## src/rtl/lsu_mem_master.sv

```systemverilog
// lsu_mem_master: load/store initiator for the byte-strobed memory port.
// Takes one load/store at a time from execute. It word-aligns the address,
// builds byte strobes, lane-shifts store data, holds the request until ack,
// then sign/zero-extends load data.
// Optional: define LSU_TIMEOUT_EN to abort a request with no ack after
// TIMEOUT_CYCLES cycles in ISSUE (done_timeout).
// Ports:
//   clk, rst        : clock, synchronous active-high reset
//   req_*           : core request (valid/ready, we, size, unsigned, adr, wdata)
//   done_*          : completion pulse, load data, error, timeout
//   mem_*           : memory request (r_v/w_v, adr, data, strobe) and
//                     response (resp, ack)
module lsu_mem_master #(
    parameter int xlen           = 32,
    parameter int TIMEOUT_CYCLES = 64
) (
    input  logic            clk,
    input  logic            rst,
    input  logic            req_v,
    output logic            req_ready,
    input  logic            req_we,
    input  logic [1:0]      req_size,
    input  logic            req_unsigned,
    input  logic [xlen-1:0] req_adr,
    input  logic [xlen-1:0] req_wdata,
    output logic            done_v,
    output logic [xlen-1:0] done_rdata,
    output logic            done_err,
    output logic            done_timeout,
    output logic            mem_r_v,
    output logic            mem_w_v,
    output logic [xlen-1:0] mem_adr,
    output logic [xlen-1:0] mem_data,
    output logic [3:0]      mem_strobe,
    input  logic [xlen-1:0] mem_resp,
    input  logic            mem_ack
);

    if (xlen != 32 || TIMEOUT_CYCLES < 1) begin : g_bad_cfg
        $error("lsu_mem_master: unsupported configuration");
    end

    typedef enum logic [1:0] {IDLE, ISSUE, DONE} state_t;

    state_t          state;
    logic            we_q;
    logic [1:0]      size_q;
    logic            uns_q;
    logic [1:0]      lane_q;

    logic            illegal;
    logic [3:0]      strobe_n;
    logic [xlen-1:0] sh;
    logic [xlen-1:0] ext;

`ifdef LSU_TIMEOUT_EN
    localparam int CW = $clog2(TIMEOUT_CYCLES + 1);
    logic [CW-1:0] cnt;
`else
    assign done_timeout = 1'b0;
`endif

    // Request legality and strobe, decoded from the live request inputs.
    always_comb begin
        illegal  = 1'b0;
        strobe_n = 4'b0000;
        case (req_size)
            2'd0: strobe_n = 4'b0001 << req_adr[1:0];
            2'd1: begin
                strobe_n = 4'b0011 << req_adr[1:0];
                illegal  = req_adr[0];
            end
            2'd2: begin
                strobe_n = 4'b1111;
                illegal  = |req_adr[1:0];
            end
            default: illegal = 1'b1;
        endcase
    end

    // Load extract from the latched lane/size/sign of the request in flight.
    always_comb begin
        sh  = mem_resp >> {lane_q, 3'b000};
        ext = sh;
        case (size_q)
            2'd0: ext = {{(xlen-8){sh[7] & ~uns_q}}, sh[7:0]};
            2'd1: ext = {{(xlen-16){sh[15] & ~uns_q}}, sh[15:0]};
            default: ext = sh;
        endcase
    end

    always_ff @(posedge clk) begin
        if (rst) begin
            state      <= IDLE;
            req_ready  <= 1'b0;
            done_v     <= 1'b0;
            done_rdata <= '0;
            done_err   <= 1'b0;
            mem_r_v    <= 1'b0;
            mem_w_v    <= 1'b0;
            mem_adr    <= '0;
            mem_data   <= '0;
            mem_strobe <= 4'b0000;
            we_q       <= 1'b0;
            size_q     <= 2'd0;
            uns_q      <= 1'b0;
            lane_q     <= 2'd0;
`ifdef LSU_TIMEOUT_EN
            cnt          <= '0;
            done_timeout <= 1'b0;
`endif
        end else begin
            done_v     <= 1'b0;
            done_err   <= 1'b0;
            done_rdata <= '0;
`ifdef LSU_TIMEOUT_EN
            done_timeout <= 1'b0;
`endif
            unique case (state)
                IDLE: begin
                    req_ready <= 1'b1;
                    if (req_v && req_ready) begin
                        req_ready <= 1'b0;
                        we_q      <= req_we;
                        size_q    <= req_size;
                        uns_q     <= req_unsigned;
                        lane_q    <= req_adr[1:0];
                        if (illegal) begin
                            state    <= DONE;
                            done_v   <= 1'b1;
                            done_err <= 1'b1;
                        end else begin
                            state      <= ISSUE;
                            mem_r_v    <= !req_we;
                            mem_w_v    <= req_we;
                            mem_adr    <= {req_adr[xlen-1:2], 2'b00};
                            mem_data   <= req_wdata << {req_adr[1:0], 3'b000};
                            mem_strobe <= strobe_n;
`ifdef LSU_TIMEOUT_EN
                            cnt        <= '0;
`endif
                        end
                    end
                end
                ISSUE: begin
                    if (mem_ack) begin
                        mem_r_v    <= 1'b0;
                        mem_w_v    <= 1'b0;
                        state      <= DONE;
                        done_v     <= 1'b1;
                        done_rdata <= we_q ? '0 : ext;
                    end
`ifdef LSU_TIMEOUT_EN
                    else if (cnt == CW'(TIMEOUT_CYCLES - 1)) begin
                        mem_r_v      <= 1'b0;
                        mem_w_v      <= 1'b0;
                        state        <= DONE;
                        done_v       <= 1'b1;
                        done_timeout <= 1'b1;
                    end else begin
                        cnt <= cnt + 1'b1;
                    end
`endif
                end
                DONE: begin
                    state     <= IDLE;
                    req_ready <= 1'b1;
                end
                default: state <= IDLE;
            endcase
        end
    end

endmodule

```

## config.mk

```make
export PLATFORM = sky130hd
export DESIGN_NAME = lsu_mem_master
export DESIGN_NICKNAME = d
export VERILOG_FILES = /design/src/rtl/lsu_mem_master.sv
export SDC_FILE = /design/constraint.sdc
export NUM_CORES = 1
export LEC_CHECK = 0
export ABC_CLOCK_PERIOD_IN_PS = 2190
export BUFFER_PORTS_ARGS = -buffer_cell sky130_fd_sc_hd__clkbuf_2
export CORE_AREA = 8 8 125 127
export CTS_BUF_LIST = sky130_fd_sc_hd__clkbuf_4 sky130_fd_sc_hd__clkbuf_8
export CTS_CLUSTER_DIAMETER = 100
export DETAILED_ROUTE_END_ITERATION = 10
export DIE_AREA = 0 0 133 135
export PLACE_DENSITY_LB_ADDON = 0.05
export SYNTH_ARGS = -nofsm -noshare
export SYNTH_HDL_FRONTEND = slang
export SYNTH_SLANG_ARGS = --single-unit
```

## constraint.sdc

```tcl
create_clock -name clk -period 2.19 [get_ports clk]
set_clock_uncertainty 0.05 [all_clocks]
set_input_delay 0.1095 -clock clk [delete_from_list [all_inputs] [get_ports clk]]
set_output_delay 0.1095 -clock clk [all_outputs]
set_load 0.03 [all_outputs]
```

==> impl_results.md <==
- Outcome: finished clean
- Family with the most delay on the worst path: compound AO/OA/AOI/OAI gates
- Fillers: 1356
- Register-to-Register Path Depth: 4
- Row cnt: 43
- Final Slew Violations: 0
- Least-Margin Pin Slew: 815 ps
- Starting density of the core: 0.340
- Final Wtd Congestion: 0.811
- Adder-Cell Fraction of Synth Area: 0
- Wire length per cell: 15.9 microns
- Ant diodes: 0
- Leading area contributor after synthesis: dfxtp_1
- Routed vias: 4674
- Worst-Skew Late Latency: 370 ps
- FF-to-FF Start: lane_q[0]
- Die area: 18000 sq um
- Layout net count: 902
- RSZ-0062 raised after global routing: no
- Hold EP: done_rdata[18]
- Ys flop type: dfxtp_1
- Number of port buffers: 206
- WHS Path Cells: 3
- CTS Buffer Depth: 2
- Hold_sp: mem_resp[18]
- Most frequent cells after synthesis: nand2_1 (125), dfxtp_1 (111), a21oi_1 (74)
- TritonCTS Sinks: 111
- Dpl hpwl: 11.3 mm
- First-pass GRT wire length: 24.5 mm
- Placeable Area: approximately 14000 sq um
- Syn_area_per_cell: 8.27 sq um
- Synthesized flop and latch total: around 110
- Final Setup Violations: 0
- Crit path required time: 2450 ps
- Via-to-Cell Ratio: 4.75
- DRT Pass-1 Iters: 4
- CTS clk-pin slew, worst paths: 110 ps
- Most numerous cell in the Yosys netlist: nand2_1
- Worst R2R Setup Slack: ~200 ps
- Clock buffer count from CTS: 9
- CP bufs+invs: 3
- Vias in the first global route: 4731
- Crit path DAT: ~2300 ps
- Max_cap viols: 0
- Pwr/cell area: 599 nW/um^2
- Post-Synth XOR/XNOR Area: 0
- Crit-path slowest cell: dlygate4sd3_1
- Most used cell, CP: a21oi_1
- Crit-path cells: dlygate4sd3_1, clkbuf_2, a21oi_1, o21a_2, buf_4, o211ai_1, a21oi_1
- Setup TNS: 0 ps
- Crit path time final: 2030 ps
- Syn Inst Count: 560
- Peak supply drop: 0.234 mV
- Worst Setup Start Kind: primary input
- Delay of the slowest critical-path stage: roughly 550 ps
- Register area: 2220 sq um
- Worst Hold Class: in2reg
- Slew headroom: 0.457
- Mux cell area share after synthesis: 0.0934
- Die Width: 133 microns
- CTS tree: done
- Initial antenna violation count: 0
- H-tree Lvls: 3
- Post-Synth Simple-Gate Area: 0.211
- Die Ht: between 100 and 150 microns
- DRT Wirelength: 15.6 mm
- Iter 0 DRT Violations: around 260
- Number of synthesized flops with an enable pin: 0
- Global route total overflow: 0
- Layout cells sized above 1: 0.315
- Fraction of registers with async set or reset after synthesis: 0
- Routed Antenna Nets: 0
- Total power: 3920 uW
- Fin crit share: 0.927
- Largest family of logic cells by synthesized area: simple AND/OR/NAND/NOR gates
- Sequential area share after synthesis: 0.480
- Synthesis Warnings: 0
- Area of the multi-input gates: between 2000 and 2500 sq um
- Maximum number of pins on one net before global-route repair: 77
- Top cell type's share of synthesized area: 0.480
- Fmax: 493 MHz
- Residual DRC: 0
- Gr usage total: 0.170
- Syn Std Cell Area: 4630 sq um
- Critical path class: in2reg
- Top Ports: 210
- Compound-Gate Fraction of Synth Area: 0.166
- Area Overhead vs Synth: 41.2%
- RR Endpoint: done_rdata[18]
- CP endpoint kind: flop
- Final Hold Fails: 0
- CTS-repair resized insts: 0
- Largest cells by area after synthesis: dfxtp_1 (48%), nand2_1 (10%), a21oi_1 (8.0%)
- Crit path max fanout: 18
- Library cells used by synthesis: 36
- Leak: 0.00285 uW
- Root buf cell: clkbuf_8
-- layer usage --
layer,vias to the layer above,GRT usage,wire length [microns]
met5,-,0,0
met4,0,0.0909,484
met3,32,0.0665,1390
met2,164,0.272,7340
met1,2104,0.191,6400
li1,2374,-,-
-- logic make-up after synthesis --
group	after synthesis
buf+inv	53
flops	111
simple gates	222
compound gates	131
other cells	1
mux	42
-- power by group --
group / leakage [uW] / switching [uW] / total [uW] / internal, uW
combinational: 0.00187 / 407 / 697 / 290
clock: 0.0000896 / 692 / 1120 / 424
sequential: 0.000898 / 31.3 / 2100 / 2070
total: 0.00285 / 1130 / 3920 / 2790
-- stage by stage --
| stage | hold WS (ps) | setup WS (ps) | std cells | cell area, sq um | utilization |
|---|---|---|---|---|---|
| floorplan | 166 | 305 | 562 | 4640 | - |
| global placement | 283 | 230 | 911 | 5810 | 0.427 |
| detailed placement | 288 | 151 | 911 | 5810 | 0.427 |
| CTS | 0.141 | 44.0 | 982 | 6530 | 0.480 |
| global route | 63.5 | 37.0 | 983 | 6540 | 0.480 |
| finish | 47.1 | 160 | 983 | 6540 | 0.480 |
-- final cells by class --
type	count	share of cell area
clock inverters	6	0.00555
flip-flops and latches	111	0.340
repair buffers	276	0.261
clock buffers	10	0.0201
well taps	180	0.0344
multi-input cells	399	0.339
inverters	1	0.000574
-- repair_timing --
item                       in CTS  in global routing
buffers inserted                0                  0
setup endpoints to repair       0                 31
hold endpoints to repair       57                  0
hold buffers                   55                  0
-- layout by cell type (no fill, tap or decap), drive strengths merged --
master / instances
and2: 7
nand3b: 1
or3b: 1
nor4bb: 1
a2111oi: 2
nand2b: 6
nand3: 10
buf: 15
o21bai: 3
dlygate4sd3: 55
a211oi: 22
mux2i: 32
clkinv: 4
o211ai: 10
a21oi: 74
nand2: 125
dfxtp: 111
nor2: 33
nor4: 2
o21a: 1
a2111o: 1
clkinvlp: 1
nand4bb: 1
o21ai: 18
nor2b: 11
inv: 2
a2bb2oi: 1
or3: 10
conb: 3
clkbuf: 216
or2: 2
nor3: 12
mux2: 10
-- state kept, by name, summed over array words and instances, names as in the netlist --
signal	count
size_q	2
mem_r_v	1
done_v	1
mem_strobe	4
done_err	1
mem_w_v	1
lane_q	2
state	2
mem_adr	30
done_rdata	32
uns_q	1
mem_data	32
req_ready	1
we_q	1
-- how the worst max path moves through the flow --
stage | start | endpoint | cells after the start
CTS | req_size[0] | mem_adr[14] | 7
finish | req_size[0] | mem_data[28] | 7
global route | req_size[0] | mem_data[28] | 7
floorplan | req_ready | mem_adr[12] | 8
detailed placement | req_size[0] | mem_adr[14] | 6
global placement | req_size[0] | mem_adr[8] | 7
-- worst register-to-register path: stages (launching register included) --
cell	delay, ps
dfxtp_1	410
nor2b_1	460
a2bb2oi_1	170
a2111o_1	680
o21ai_0	170
Note: power is estimated with default switching activity, not from simulation.
